**config.mk**
```make
export PLATFORM = sky130hd
export DESIGN_NAME = xadc_drp_responder
export DESIGN_NICKNAME = d
export VERILOG_FILES = /design/src/rtl/xadc_drp_responder.sv
export SDC_FILE = /design/constraint.sdc
export NUM_CORES = 2
export LEC_CHECK = 0
export ABC_CLOCK_PERIOD_IN_PS = 4800
export CORE_MARGIN = 3
export CORE_UTILIZATION = 60
export CTS_CLUSTER_DIAMETER = 200
export DETAILED_ROUTE_END_ITERATION = 12
export PLACE_DENSITY = 0.77
export SLEW_MARGIN = 20
export SYNTH_ARGS = -nofsm -noshare
export SYNTH_HDL_FRONTEND = slang
export SYNTH_SLANG_ARGS = --single-unit
```
**constraint.sdc**
```tcl
create_clock -name clk_i -period 4.8 [get_ports clk_i]
set_input_delay 0.96 -clock clk_i [delete_from_list [all_inputs] [get_ports clk_i]]
set_output_delay 0.96 -clock clk_i [all_outputs]
set_load 0.02 [all_outputs]
```
**src/rtl/xadc_drp_responder.sv**
```systemverilog
// DRP target with a 128x16 register file and an XADC-style channel sequencer,
// standing in for the hard XADC so on-die sensor pollers run unmodified.
module xadc_drp_responder #(
  parameter int unsigned READ_LATENCY = 4,
  parameter int unsigned CONV_CYCLES  = 26
) (
  input  logic        clk_i,
  input  logic        rst_i,
  input  logic        drp_en_i,
  input  logic        drp_we_i,
  input  logic [6:0]  drp_addr_i,
  input  logic [15:0] drp_din_i,
  output logic [15:0] drp_dout_o,
  output logic        drp_ready_o,
  output logic        drp_err_o,
  output logic        busy_o,
  output logic        eoc_o,
  output logic [4:0]  channel_o,
  input  logic [15:0] sample_temp_i,
  input  logic [15:0] sample_vccint_i,
  input  logic [15:0] sample_vccaux_i,
  input  logic [15:0] sample_vccbram_i,
  output logic        ot_o
);
  typedef enum logic {DRP_IDLE, DRP_WAIT} drpState_e;
  typedef enum logic [1:0] {SEQ_IDLE, SEQ_CONV, SEQ_EOC} seqState_e;

  localparam logic [3:0] LAT_LOAD  = 4'(READ_LATENCY - 1);
  localparam logic [7:0] CONV_LOAD = 8'(CONV_CYCLES - 1);

  drpState_e   drpState_q, drpState_d;
  logic [3:0]  latCnt_q, latCnt_d;
  logic        reqWe_q, reqWe_d;
  logic [6:0]  reqAddr_q, reqAddr_d;
  logic [15:0] reqDin_q, reqDin_d;
  logic        drpErr_q, drpErr_d;
  logic        drpAck, drpWrite;

  seqState_e   seqState_q, seqState_d;
  logic [7:0]  convCnt_q, convCnt_d;
  logic [3:0]  mask_q, mask_d;
  logic [1:0]  chIdx_q, chIdx_d;
  logic        ot_q, ot_d;

  logic [15:0] regs_q [128];
  logic        seqRun, statusWrite;
  logic [3:0]  maskNow;
  logic [2:0]  nextAbove, firstNow;
  logic [4:0]  chanAddr;
  logic [15:0] statusData;

  // Returns {found, index} of the lowest set bit.
  function automatic logic [2:0] pickFirst(input logic [3:0] m);
    pickFirst = 3'b000;
    for (int i = 3; i >= 0; i--) begin
      if (m[i]) pickFirst = {1'b1, 2'(i)};
    end
  endfunction

  function automatic logic [15:0] resetValue(input logic [6:0] a);
    case (a)
      7'h40:   resetValue = 16'h2000;
      7'h41:   resetValue = 16'h20F0;
      7'h42:   resetValue = 16'h0A00;
      7'h48:   resetValue = 16'h4701;
      7'h53:   resetValue = 16'hDDDD;
      7'h57:   resetValue = 16'hAE4E;
      default: resetValue = 16'h0000;
    endcase
  endfunction

  always_ff @(posedge clk_i) begin
    if (rst_i) begin
      drpState_q <= DRP_IDLE;
      latCnt_q   <= 4'd0;
      reqWe_q    <= 1'b0;
      reqAddr_q  <= 7'd0;
      reqDin_q   <= 16'd0;
      drpErr_q   <= 1'b0;
    end else begin
      drpState_q <= drpState_d;
      latCnt_q   <= latCnt_d;
      reqWe_q    <= reqWe_d;
      reqAddr_q  <= reqAddr_d;
      reqDin_q   <= reqDin_d;
      drpErr_q   <= drpErr_d;
    end
  end

  assign drpAck   = (drpState_q == DRP_WAIT) && (latCnt_q == 4'd0);
  assign drpWrite = drpAck && reqWe_q && reqAddr_q[6];

  // The ack cycle is also an accept window, so back-to-back requests never see an error.
  always_comb begin
    drpState_d = drpState_q;
    latCnt_d   = latCnt_q;
    reqWe_d    = reqWe_q;
    reqAddr_d  = reqAddr_q;
    reqDin_d   = reqDin_q;
    drpErr_d   = drpErr_q;
    if (drpState_q == DRP_IDLE || drpAck) begin
      drpState_d = drp_en_i ? DRP_WAIT : DRP_IDLE;
      if (drp_en_i) begin
        latCnt_d  = LAT_LOAD;
        reqWe_d   = drp_we_i;
        reqAddr_d = drp_addr_i;
        reqDin_d  = drp_din_i;
      end
    end else begin
      latCnt_d = latCnt_q - 4'd1;
      if (drp_en_i) drpErr_d = 1'b1;
    end
  end

  always_comb begin
    drp_ready_o = drpAck;
    drp_dout_o  = drpAck ? regs_q[reqAddr_q] : 16'h0000;
    drp_err_o   = drpErr_q;
  end

  assign seqRun    = (regs_q[7'h41][15:12] == 4'h2);
  assign maskNow   = {regs_q[7'h48][14], regs_q[7'h48][10:8]};
  assign nextAbove = pickFirst(mask_q & (4'b1110 << chIdx_q));
  assign firstNow  = pickFirst(maskNow);
  assign chanAddr  = (chIdx_q == 2'd3) ? 5'd6 : {3'b000, chIdx_q};

  always_comb begin
    case (chIdx_q)
      2'd0:    statusData = sample_temp_i & 16'hFFF0;
      2'd1:    statusData = sample_vccint_i & 16'hFFF0;
      2'd2:    statusData = sample_vccaux_i & 16'hFFF0;
      default: statusData = sample_vccbram_i & 16'hFFF0;
    endcase
  end

  always_ff @(posedge clk_i) begin
    if (rst_i) begin
      seqState_q <= SEQ_IDLE;
      convCnt_q  <= 8'd0;
      mask_q     <= 4'd0;
      chIdx_q    <= 2'd0;
      ot_q       <= 1'b0;
    end else begin
      seqState_q <= seqState_d;
      convCnt_q  <= convCnt_d;
      mask_q     <= mask_d;
      chIdx_q    <= chIdx_d;
      ot_q       <= ot_d;
    end
  end

  // The enable mask is only re-sampled when a scan starts or wraps.
  always_comb begin
    seqState_d = seqState_q;
    convCnt_d  = convCnt_q;
    mask_d     = mask_q;
    chIdx_d    = chIdx_q;
    unique case (seqState_q)
      SEQ_IDLE: begin
        if (seqRun && firstNow[2]) begin
          seqState_d = SEQ_CONV;
          convCnt_d  = CONV_LOAD;
          mask_d     = maskNow;
          chIdx_d    = firstNow[1:0];
        end
      end
      SEQ_CONV: begin
        if (convCnt_q == 8'd0) seqState_d = SEQ_EOC;
        else convCnt_d = convCnt_q - 8'd1;
      end
      SEQ_EOC: begin
        seqState_d = SEQ_IDLE;
        if (seqRun && nextAbove[2]) begin
          seqState_d = SEQ_CONV;
          convCnt_d  = CONV_LOAD;
          chIdx_d    = nextAbove[1:0];
        end else if (seqRun && firstNow[2]) begin
          seqState_d = SEQ_CONV;
          convCnt_d  = CONV_LOAD;
          mask_d     = maskNow;
          chIdx_d    = firstNow[1:0];
        end
      end
      default: seqState_d = SEQ_IDLE;
    endcase
  end

  assign statusWrite = (seqState_q == SEQ_EOC);

  // Set wins over clear when the thresholds overlap.
  always_comb begin
    ot_d = ot_q;
    if (statusWrite && chIdx_q == 2'd0) begin
      if (statusData[15:4] >= regs_q[7'h53][15:4]) ot_d = 1'b1;
      else if (statusData[15:4] < regs_q[7'h57][15:4]) ot_d = 1'b0;
    end
  end

  always_comb begin
    busy_o    = (seqState_q == SEQ_CONV);
    eoc_o     = (seqState_q == SEQ_EOC);
    channel_o = chanAddr;
    ot_o      = ot_q;
  end

  always_ff @(posedge clk_i) begin
    if (rst_i) begin
      for (int i = 0; i < 128; i++) regs_q[i] <= resetValue(7'(i));
    end else begin
      if (drpWrite) regs_q[reqAddr_q] <= reqDin_q;
      if (statusWrite) regs_q[{2'b00, chanAddr}] <= statusData;
    end
  end
endmodule

```
==> flow_summary.ini <==
[global_route]
grt_use_met1_pct = 35.8
grt_util_met2_pct = 45.7
grt_max_degree = 192
gr-usage-all-layers_pct = 27.7
antenna_violations_before_repair = 11
met3_global_route_usage_pct = 5.30
grt_pass1_vias = 50497
grt_first_pass_wirelength_microns = 310000
global_route_congestion_overflow_total = 0
grt.busiest_layer = met2

[placement]
gp_routability_congestion = 0.903
detailed_placement_hpwl_microns = 128000
place.port_buffers = 98
dpl-instance-area_sq_um = 96200

[die]
coreArea_sq_um = 146000
floorplan.initialDensity_pct = 60.8
number_of_top_level_pins = 117
floorplan.die_area_sq_um = 153000
floorplan.die.height_microns = 391
number_of_core_rows = 140
die_w_microns = 391

[clocking]
clk-insertion-delay-late_ns = 0.82
clock_tree.htree_level_count = 4
clockRootBuffer = sky130_fd_sc_hd__clkbuf_16
cts-root-to-sink-buffers = 3
tritoncts.num_buffers = 204
cts_num_sinks = 2101
cts_tree = yes
cts-hold-fix-buffers = 0
cts.clk_slew.worst_paths_ns = 0.06

[timing]
fin_crit_ns = 4.72
fin_worst_skew_ns = 0.0213
timing.final.setup_violations = 0
portion_of_the_clock_cycle_consumed_by_the_worst_path_in_the_final_layout_pct = 98.4
report.final.hold_viol_count = 0
maxClockFrequency_mhz = 212
max_slew.worst_pin.slew_ns = 1.13
hold-worst-slack_ns = 0.456
rsz0062_at_grt = true
relSlewSlack_pct = 24.1
finalSetupTns_ns = 0
finalMaxSlewViolations = 0

[yosys]
synth.cells.most_frequent = 2016 x sky130_fd_sc_hd__edfxtp_1, 1011 x sky130_fd_sc_hd__and2_1, 412 x sky130_fd_sc_hd__mux4_2, 406 x sky130_fd_sc_hd__clkbuf_1, 229 x sky130_fd_sc_hd__mux2i_1
yosysSeqAreaShare_pct = 69.9
synth.largest_area_cell = sky130_fd_sc_hd__edfxtp_1
syn_area_sq_um = 89000
synthMostInstantiatedCell = sky130_fd_sc_hd__edfxtp_1
synth_async_sr_flop_share_pct = 0
postSynthRegisterBits = 2101
synth_top_cell_area_share_pct = 68.0
ys_warn_count = 0
post_synthesis_instance_total = 5365
synth_area_per_cell_sq_um = 16.6
ys_dominant_reg_cell = sky130_fd_sc_hd__edfxtp_1
synth_edf_count = 2016
synth_cell_types = 61
synth.area.top_cells = sky130_fd_sc_hd__edfxtp_1 68%, sky130_fd_sc_hd__mux4_2 10%, sky130_fd_sc_hd__and2_1 7.1%, sky130_fd_sc_hd__mux2i_1 2.6%, sky130_fd_sc_hd__dfxtp_1 1.9%

[critical_path]
slowest_stage = sky130_fd_sc_hd__mux4_2
cp.arrival_ns = 3.76
setup.worst_path.end_class = output pin
cp_common_cell = sky130_fd_sc_hd__buf_4
critical_path.reg2reg.startpoint = latCnt_q[0]
cp.required_ns = 3.84
path_class = flip-flop to output pin
critical-path-max-stage-delay_ns = 0.57
timing.critical_path.from_type = flip-flop
critPathMaxFanout = 11
cp_cell_sequence = buf_4 > buf_4 > bufbuf_16 > mux4_2 > a22oi_1 > buf_4 > nand2_1 > o31ai_2 > o21ai_2 > clkdlybuf4s15_1

[run]
cap_viol_max_count = 0

[cells_and_area]
net_count_of_the_finished_layout = 6505
stdcell_area_sq_um = 103000
areaGrowthSynthToFinish_pct = 16.3
core_occupancy_in_the_finished_layout_pct = 70.7
drive_gt1_share_pct = 17.2
n_antenna_cell = 0

[route]
num_vias = 49302
route.detailed.vias_per_inst = 5.82
remaining_drc_errors = 0
avg_wl_per_cell_microns = 24.9
totalWireLength_microns = 211000
initialDrtViolationCount = 5425
dr.pass1.iters = 6
antenna_left = 0

[min_path]
worst_hold_path_type = flip-flop to flip-flop
hold_start = reqDin_q[6]

[power_and_ir_drop]
total_power_divided_by_cell_area_nw_per_um2 = 392
p_leak_nw = 37.2
vdd.ir_drop.worst_v = 0.000335

[run_status]
outcome = completed
## path summary, 6_finish.rpt
check | depth (start not counted) | to | slack, ns
worst min register to register | 2 | reqDin_q[6] | 0.46
worst max register to register | 8 | regs_q[105][11] | 1.27
worst min-delay path | 2 | reqDin_q[6] | 0.46
worst max-delay path | 10 | drp_dout_o[3] | 0.08
## cells by family after synthesis
logic type	synth area share, %
flops	69.9
simple gates	9.76
mux	13.4
buf+inv	2.47
compound gates	4.01
fa+ha+maj	0.422
other cells	0.00421
## placed cells by master, fill, tap and decap left out, drive strengths merged, types with 93 or more instances in the layout
| cell type | n |
|---|---|
| a22oi | 97 |
| and2 | 1011 |
| buf | 276 |
| clkbuf | 263 |
| conb | 946 |
| edfxtp | 2016 |
| mux2i | 229 |
| mux4 | 412 |
| nand2 | 168 |
| nor2 | 96 |
| o21ai | 93 |
## where the power goes
group	switching, mW	internal (mW)	leakage (nW)
Clock	6.68	8.68	3.12
Sequential	0.398	21.2	20.9
Combinational	2.22	1.43	13.2
Total	9.29	31.3	37.2
## final cells by class
cell class,instances,area [sq um]
Inverter,43,161
Multi-Input combinational cell,3662,28500
Timing Repair Buffer,372,3800
Clock inverter,116,908
Fill cell,9126,42900
Clock buffer,257,5440
Tap cell,1917,2400
Sequential cell,2101,62300
## worst max-delay path, delay by kind of cell, from the launching register on
family / cells / cell delay [ns]
multiplexers: 1 / 0.57
AND/OR/NAND/NOR: 1 / 0.15
flip-flops: 1 / 0.42
AO/OA/AOI/OAI: 3 / 0.59
buffers and inverters: 5 / 1.21
## registers in the layout (all words and copies together), names as in the netlist, named ones only
signal      count
chIdx_q         2
convCnt_q       8
drpState_q      1
drp_err_o       1
latCnt_q        4
mask_q          3
ot_o            1
regs_q       2048
reqAddr_q       7
reqDin_q       16
reqWe_q         1
seqState_q      2
## layer usage
layer,vias up,part of all wire (%)
met5,-,0
li1,21675,-
met1,24866,36
met2,2278,50
met3,483,8.9
met4,0,4.9
## metrics by stage
stage	setup slack (ns)	power (mW)	instances
final	0.0782	40.6	8468
after global routing	-0.0957	41.8	8468
after CTS	0.00531	40.7	8460
after detailed placement	0.263	25.4	8066
after global placement	0.230	25.2	8066
after floorplan	1.30	24.0	6310
## timing repair
action | in CTS | in global routing
endpoints found under the setup margin | 16 | 16
gates cloned | 5 | 5
pin swaps | 12 | 14
gates resized for setup | 103 | 39
setup buffers | 16 | 4
Note: power is estimated with default switching activity, not from simulation.
